===== src/rtl/uart_frame_arbiter.sv =====
// Round-robin arbiter that shares one uart_tx among NUM_CH result channels.
// Each granted record is sent as "Rk=NNNNNN,CCCCCC,FF\r\n" one character at a time.
module uart_frame_arbiter #(
  parameter int unsigned NUM_CH = 4,
  parameter int unsigned TX_TMO = 16384
) (
  input  logic                   clk,
  input  logic                   rst_n,
  input  logic [NUM_CH-1:0]      rec_valid,
  output logic [NUM_CH-1:0]      rec_ready,
  input  logic [24*NUM_CH-1:0]   rec_n,
  input  logic [24*NUM_CH-1:0]   rec_coarse,
  input  logic [8*NUM_CH-1:0]    rec_fine,
  output logic [7:0]             tx_data,
  output logic                   tx_start,
  input  logic                   tx_busy,
  output logic                   frame_active,
  output logic [3:0]             frame_ch,
  output logic [15:0]            frame_cnt,
  output logic                   tx_err
);

  // Counter only has to hold 0..TX_TMO-1.
  localparam int unsigned TmoW = (TX_TMO > 1) ? $clog2(TX_TMO) : 1;
  localparam logic [4:0]  LastIdx = 5'd20;

  typedef enum logic [1:0] {StIdle, StLoad, StStart, StWait} state_e;

  state_e            state_q;
  logic [3:0]        rr_ptr_q;
  logic [4:0]        msg_idx_q;
  logic [TmoW-1:0]   tmo_q;
  logic              tx_busy_q;
  logic [23:0]       n_q;
  logic [23:0]       coarse_q;
  logic [7:0]        fine_q;

  logic [15:0]       valid_pad;
  logic [4:0]        scan_idx;
  logic [3:0]        grant;
  logic              grant_vld;
  logic [23:0]       sel_n;
  logic [23:0]       sel_coarse;
  logic [7:0]        sel_fine;
  logic [7:0]        cur_char;
  logic              tx_done;

  function automatic logic [7:0] hex_char(input logic [3:0] v);
    return (v < 4'd10) ? (8'h30 + {4'h0, v}) : (8'h37 + {4'h0, v});
  endfunction

  // First valid channel scanning from rr_ptr upward with wrap.
  always_comb begin
    valid_pad = 16'(rec_valid);
    scan_idx  = '0;
    grant     = '0;
    grant_vld = 1'b0;
    for (int unsigned k = 0; k < NUM_CH; k++) begin
      scan_idx = {1'b0, rr_ptr_q} + 5'(k);
      if (scan_idx >= 5'(NUM_CH)) begin
        scan_idx = scan_idx - 5'(NUM_CH);
      end
      if (!grant_vld && valid_pad[scan_idx[3:0]]) begin
        grant     = scan_idx[3:0];
        grant_vld = 1'b1;
      end
    end
  end

  // Select the granted channel's record fields for capture in LOAD.
  always_comb begin
    sel_n      = '0;
    sel_coarse = '0;
    sel_fine   = '0;
    for (int unsigned ch = 0; ch < NUM_CH; ch++) begin
      if (frame_ch == 4'(ch)) begin
        sel_n      = rec_n[24*ch +: 24];
        sel_coarse = rec_coarse[24*ch +: 24];
        sel_fine   = rec_fine[8*ch +: 8];
      end
    end
  end

  // Frame character for the current message index.
  always_comb begin
    case (msg_idx_q)
      5'd0:    cur_char = 8'h52;
      5'd1:    cur_char = hex_char(frame_ch);
      5'd2:    cur_char = 8'h3D;
      5'd3:    cur_char = hex_char(n_q[23:20]);
      5'd4:    cur_char = hex_char(n_q[19:16]);
      5'd5:    cur_char = hex_char(n_q[15:12]);
      5'd6:    cur_char = hex_char(n_q[11:8]);
      5'd7:    cur_char = hex_char(n_q[7:4]);
      5'd8:    cur_char = hex_char(n_q[3:0]);
      5'd9:    cur_char = 8'h2C;
      5'd10:   cur_char = hex_char(coarse_q[23:20]);
      5'd11:   cur_char = hex_char(coarse_q[19:16]);
      5'd12:   cur_char = hex_char(coarse_q[15:12]);
      5'd13:   cur_char = hex_char(coarse_q[11:8]);
      5'd14:   cur_char = hex_char(coarse_q[7:4]);
      5'd15:   cur_char = hex_char(coarse_q[3:0]);
      5'd16:   cur_char = 8'h2C;
      5'd17:   cur_char = hex_char(fine_q[7:4]);
      5'd18:   cur_char = hex_char(fine_q[3:0]);
      5'd19:   cur_char = 8'h0D;
      default: cur_char = 8'h0A;
    endcase
  end

  // Falling edge of uart busy marks the end of one character.
  assign tx_done = tx_busy_q & ~tx_busy;

  // Arbitration and serialisation FSM; all outputs registered.
  always_ff @(posedge clk) begin
    if (!rst_n) begin
      state_q      <= StIdle;
      rr_ptr_q     <= '0;
      msg_idx_q    <= '0;
      tmo_q        <= '0;
      tx_busy_q    <= 1'b0;
      n_q          <= '0;
      coarse_q     <= '0;
      fine_q       <= '0;
      rec_ready    <= '0;
      tx_data      <= '0;
      tx_start     <= 1'b0;
      frame_active <= 1'b0;
      frame_ch     <= '0;
      frame_cnt    <= '0;
      tx_err       <= 1'b0;
    end else begin
      tx_busy_q <= tx_busy;
      tx_start  <= 1'b0;
      rec_ready <= '0;
      unique case (state_q)
        StIdle: begin
          if (grant_vld) begin
            frame_ch     <= grant;
            frame_active <= 1'b1;
            rec_ready    <= NUM_CH'(1) << grant;
            state_q      <= StLoad;
          end
        end
        StLoad: begin
          n_q       <= sel_n;
          coarse_q  <= sel_coarse;
          fine_q    <= sel_fine;
          rr_ptr_q  <= (frame_ch == 4'(NUM_CH - 1)) ? 4'd0 : frame_ch + 4'd1;
          msg_idx_q <= '0;
          state_q   <= StStart;
        end
        StStart: begin
          tx_data <= cur_char;
          if (!tx_busy) begin
            tx_start <= 1'b1;
            tmo_q    <= '0;
            state_q  <= StWait;
          end
        end
        StWait: begin
          if (tx_done) begin
            if (msg_idx_q == LastIdx) begin
              frame_cnt    <= frame_cnt + 16'd1;
              frame_active <= 1'b0;
              state_q      <= StIdle;
            end else begin
              msg_idx_q <= msg_idx_q + 5'd1;
              state_q   <= StStart;
            end
          end else if (tmo_q == TmoW'(TX_TMO - 1)) begin
            // Abort: the record is dropped, not re-sent.
            tx_err       <= 1'b1;
            frame_active <= 1'b0;
            state_q      <= StIdle;
          end else begin
            tmo_q <= tmo_q + TmoW'(1);
          end
        end
        default: state_q <= StIdle;
      endcase
    end
  end

endmodule

===== config.mk =====
export PLATFORM = sky130hd
export DESIGN_NAME = uart_frame_arbiter
export DESIGN_NICKNAME = d
export VERILOG_FILES = /design/src/rtl/uart_frame_arbiter.sv
export SDC_FILE = /design/constraint.sdc
export NUM_CORES = 1
export LEC_CHECK = 0
export ABC_AREA = 1
export CAP_MARGIN = 5
export CELL_PAD_IN_SITES_DETAIL_PLACEMENT = 1
export CELL_PAD_IN_SITES_GLOBAL_PLACEMENT = 1
export CORE_UTILIZATION = 30
export CTS_CLUSTER_DIAMETER = 120
export DETAILED_ROUTE_END_ITERATION = 8
export PLACE_DENSITY_LB_ADDON = 0.1
export REMOVE_ABC_BUFFERS = 1
export SLEW_MARGIN = 20
export SYNTH_ARGS = -nofsm -noshare
export SYNTH_HDL_FRONTEND = slang
export SYNTH_SLANG_ARGS = --single-unit

===== constraint.sdc =====
create_clock -name clk -period 6.73 [get_ports clk]
set_clock_uncertainty 0.05 [all_clocks]
set_input_delay 1.0095 -clock clk [delete_from_list [all_inputs] [get_ports clk]]
set_output_delay 1.0095 -clock clk [all_outputs]
set_load 0.05 [all_outputs]

# Yosys cells after proc, flatten, opt, wreduce, memory -nomap -nowiden
# Cells that the tools add are included.
[totals]
regBits = 117
input_bits = 231
word_cells = 208
[classes]
n_addsub = 41
order_cmp = 23
eq_ne = 35
shifts = 1
muxes = 68
bitwise = 3
reduce_logical = 22
[op_table]
columns = ["operator", "count"]
rows = [
  ["$add 6x4->7 const A", 30],
  ["$mux 24", 8],
  ["$pmux 7 s19", 1],
  ["$mux 7", 15],
  ["$lt 4x4->1 const B", 15],
  ["$mux 14", 3],
  ["$eq 5x4->1 const B", 8],
  ["$mux 4", 9],
  ["$mux 8", 4],
  ["$pmux 14 s2", 1],
  ["$eq 5x5->1 const B", 5],
  ["$eq 5x3->1 const B", 4],
  ["$lt 4x5->1 const B", 4],
  ["$add 16x1->16 const B", 1],
  ["$bmux 1 s4", 4],
  ["$sub 4x3->4 const B", 4],
  ["$ge 5x3->1 const B", 3],
  ["$reduce_and 3->1", 5],
  ["$add 14x1->14 const B", 1],
  ["$eq 14x14->1 const B", 1],
  ["$mux 1", 13],
  ["$ne 2x2->1 const B", 6],
  ["$add 4x2->5 const B", 2],
  ["$eq 5x2->1 const B", 2],
  ["other kinds (27)", 44],
]

# Depth between registers and ports, before layout
[logic_depth]
depth_word = 16
ltp_mapped = 19
ltp_nobuf = 18

# Least setup slack after synthesis
# Ideal clock, no wire load.
[synth_path]
path_kind = "reg2reg"
start = "register rr_ptr_q[1]"
end = "register frame_ch[1]"
arrival_ns = 1.991
required_time_ns = 6.557
setup_slack_ns = 4.567
stages_incl_launch_ff = 18
path_buffers = 0
path_cell_list = "dfxtp_1 -> ha_1 -> xnor2_1 -> o21ai_0 -> inv_1 -> ha_1 -> nand2_1 -> nand2_1 -> nand2_1 -> nand2_1 -> nand2_1 -> nor2_1 -> nor2_2 -> nand3_1 -> nand2_2 -> nor2_2 -> o21ai_1 -> nand2_1"
[synth_via]
elab_chain_len = 15
elab_cells_between_ends = 38
classes_between = "7 x add/sub; 4 x order compare; 20 x mux; 7 x reduce/logical"
[synth_rtl]
columns = ["item", "line", "source"]
rows = [
  ["start: declaration", "30", "logic [3:0] rr_ptr_q;"],
  ["start signal: assignment", "149", "rr_ptr_q <= (frame_ch == 4'(NUM_CH - 1)) ? 4'd0 : frame_ch + 4'd1;"],
  ["branches (longest 15 deep; another with $add 4x1->5)", "-", ""],
  ["end signal: assignment", "139", "frame_ch <= grant;"],
  ["end: declaration", "18", "output logic [3:0] frame_ch,"],
]
# Several ways; the timed one is not identified. The select of a mux whose other input is x is not followed.
# A chain may end at the register's enable or synchronous reset.

# Worst setup path in the final report
[layout_path]
start = "register frame_ch[2]"
end = "register coarse_q[14]"
[layout_via]
elab_chain_len = 5
elab_cells_between_ends = 8
classes_between = "3 x eq/ne; 4 x mux; 1 x reduce/logical"
[layout_rtl]
columns = ["item", "line", "source"]
rows = [
  ["$logic_not 4->1", "76", "if (frame_ch == 4'(ch)) begin"],
  ["$mux 24 (3 in a row)", "76", ""],
  ["$mux 24 (*)", "76", ""],
  ["end signal: assignment", "147", "coarse_q <= sel_coarse;"],
  ["end: declaration", "35", "logic [23:0] coarse_q;"],
]
# Mark *: on every way between the ends. The rest lies on a longest branch, timed or not.

==> results.ini <==
[clocking]
post_cts_resized = 0
postCtsSetupBuffers = 0
clk_path_buf_depth = 2
clock_latency_ns = 0.43
h-tree-depth = 4
cts_buffers = 17
holdBufCountCts = 0
cts_tree = built
clock-sinks = 116
path_clk_slew_ns = 0.07
cts.root.buffer_cell = clkbuf_16

[synth]
netlist.area_leader.share = 0.255
synthesis.area_mm2 = 0.00912
async_reset_ff_frac = 0
synth.avg_cell_area_um2 = 6.32
yosys_warnings = 0
synthTopCellsByArea = dfxtp_1, nand2_1, nand3_1
ys.flop_type = dfxtp_1
synth_area_leader_cell = dfxtp_1
synthTopCellsByCount = nand2_1, nand3_1, o21ai_0
synth_cell_types = 50
synthCells = 1444
synth-edff-count = 0
ys_seq_area_frac = 0.255
ys_ff_latch = 116
yosysMostFrequentCell = nand2_1

[place]
post-place-ws_ns = 2.93
dp_hpwl_mm = 25.8
routabilityCongestion = 0.902
io_buffer_count = 264
place_area_mm2 = 0.0120

[timing]
fmax_mhz = 270
relSlewSlack = 0.301
rsz0062_at_grt = no
period_share = 0.550
setup_viol = 0
maxSlewViolCount = 0
worst_pin_slew_ns = 1.05
hold_viol = 0
setup_tns_ns = 0
setup_slack_ns = 3.03
hold_slack_ns = 0.413
fin_crit_ns = 3.70

[worst_setup_path]
crit_start = frame_ch[2]$_SDFFE_PN0P_
cp_data_required_time_ns = 6.97
timing.rr.end = coarse_q[14]$_SDFFE_PN0P_
timing.rr.start = frame_ch[2]$_SDFFE_PN0P_
reg2reg_slack_ns = 3.03
end_kind = flop
arrival_ns = 3.94
critPathLaunchType = flop
cp_max_fo = 60
path_class = reg -> reg
crit_path_end = coarse_q[14]$_SDFFE_PN0P_
rr_worst_depth = 7

[route]
totalWireLength_mm = 33.8
vias = 10500
wire_per_inst_um = 16.4
drtPass1Iterations = 7
ant_nets = 0
drt-vias-per-instance = 5.10
drc = 0
drt-initial-drc-count = 463

[floorplanning]
placementRows = 63
die-area_mm2 = 0.0311
die_x_um = 176
ioPinCount = 266
core_mm2 = 0.0298
die_h_um = 176
start_util = 0.306

[grt]
grt_max_degree = 113
track_usage = 0.218
grt_pass1_vias = 10900
overflow = 0
grt_pass1_wl_mm = 54.8
grt_antenna_before_repair = 0

[finish]
nets = 1925
stdcell_area_mm2 = 0.0126
drive_gt1_frac = 0.0772
syn2layout_area_growth_pct = 37.8

[pwr]
swShare = 0.451
power_density_mw_per_mm2 = 325
combPwrFrac = 0.512
p_int_mw = 2.24
p_total_mw = 4.09
power_frac_clock = 0.231
peakVddDrop_uv = 172
p_switching_mw = 1.85
leakagePower_nw = 4.94
p_seq_frac = 0.257

[status]
status = finished clean

[flow_run]
drv_cap = 0

[hold_path]
hold_class = reg -> reg

==> power by group through the flow <==
stage,clock network (mW),registers [mW],logic [mW]
floorplan,0,1.08,1.38
detailed placement,0,1.07,2.11
CTS,0.971,1.05,2.13
finish,0.945,1.05,2.09
global route,0.996,1.08,2.36
global placement,0,1.06,2.06
==> how the worst min path moves through the flow <==
stage	startpoint	end	cells after the start
6_report	tx_data[6]$_SDFFE_PN0P_	tx_data[6]$_SDFFE_PN0P_	2
5_1_grt	tx_err$_SDFFE_PN0P_	tx_err$_SDFFE_PN0P_	1
4_1_cts	tx_data[6]$_SDFFE_PN0P_	tx_data[6]$_SDFFE_PN0P_	2
3_5_place_dp	tx_data[6]$_SDFFE_PN0P_	tx_data[6]$_SDFFE_PN0P_	2
3_3_place_gp	tx_err$_SDFFE_PN0P_	tx_err$_SDFFE_PN0P_	1
2_1_floorplan	tmo_q[5]$_SDFFE_PN0P_	tmo_q[5]$_SDFFE_PN0P_	2
==> worst max-delay path, stage by stage (launching register included) <==
cell,delay (ns)
dfxtp_1,0.43
nor2_4,0.14
buf_4,0.57
nand2_2,0.78
inv_2,0.99
nor2_1,0.22
o211ai_1,0.18
a31oi_1,0.12
==> metrics by stage <==
step	util	instances
after floorplan	-	1369
final	0.422	2063
after global placement	0.402	2030
after global routing	0.422	2062
after detailed placement	0.402	2030
after CTS	0.422	2062
==> metal layers <==
metal | up-vias | GRT usage | routed length (um)
met3 | 38 | 0.0388 | 1340
met1 | 4943 | 0.258 | 15000
met2 | 192 | 0.394 | 16700
li1 | 5357 | - | -
met4 | 0 | 0.0715 | 751
met5 | - | 0 | 0
==> sequential cells by signal, summed over array words and instances (netlist names) <==
register      count
tx_data           7
fine_q            8
msg_idx_q         5
state_q           2
rec_ready         4
tmo_q            14
tx_err            1
rr_ptr_q          4
frame_ch          4
n_q              24
coarse_q         24
tx_start          1
frame_cnt        16
frame_active      1
tx_busy_q         1
==> cell families after synthesis <==
group | share of synthesized area
compound gates | 0.235
xor+xnor | 0.0134
fa+ha+maj | 0.0480
buf+inv | 0.100
flops | 0.255
other cells | 0.000411
simple gates | 0.348
==> cell type report <==
cell class              count  area, um^2
fillers                  3835       17200
clock inverters            15         171
clock buffers              17         425
flip-flops and latches    116        2320
multi-input cells        1105        5910
inverters                 148         561
repair buffers            271        2690
well taps                 390         488
diodes                      1        2.50
==> placed cells by master (no fill, tap or decap), types with 8 or more instances in the layout <==
cell type        count
nand2_1            329
clkdlybuf4s50_1    263
nand3_1            186
o21ai_0            169
inv_1              137
dfxtp_1            116
nor2_1              96
a31oi_1             56
a21oi_1             40
ha_1                34
a31o_2              31
a31o_1              20
nand4_1             19
nor3_1              19
clkbuf_16           17
o211ai_1            15
nor2_4              10
nand2_2             10
xor2_1              10
o21ai_1              9
inv_2                8
a21oi_2              8
Note: power is estimated with default switching activity, not from simulation.
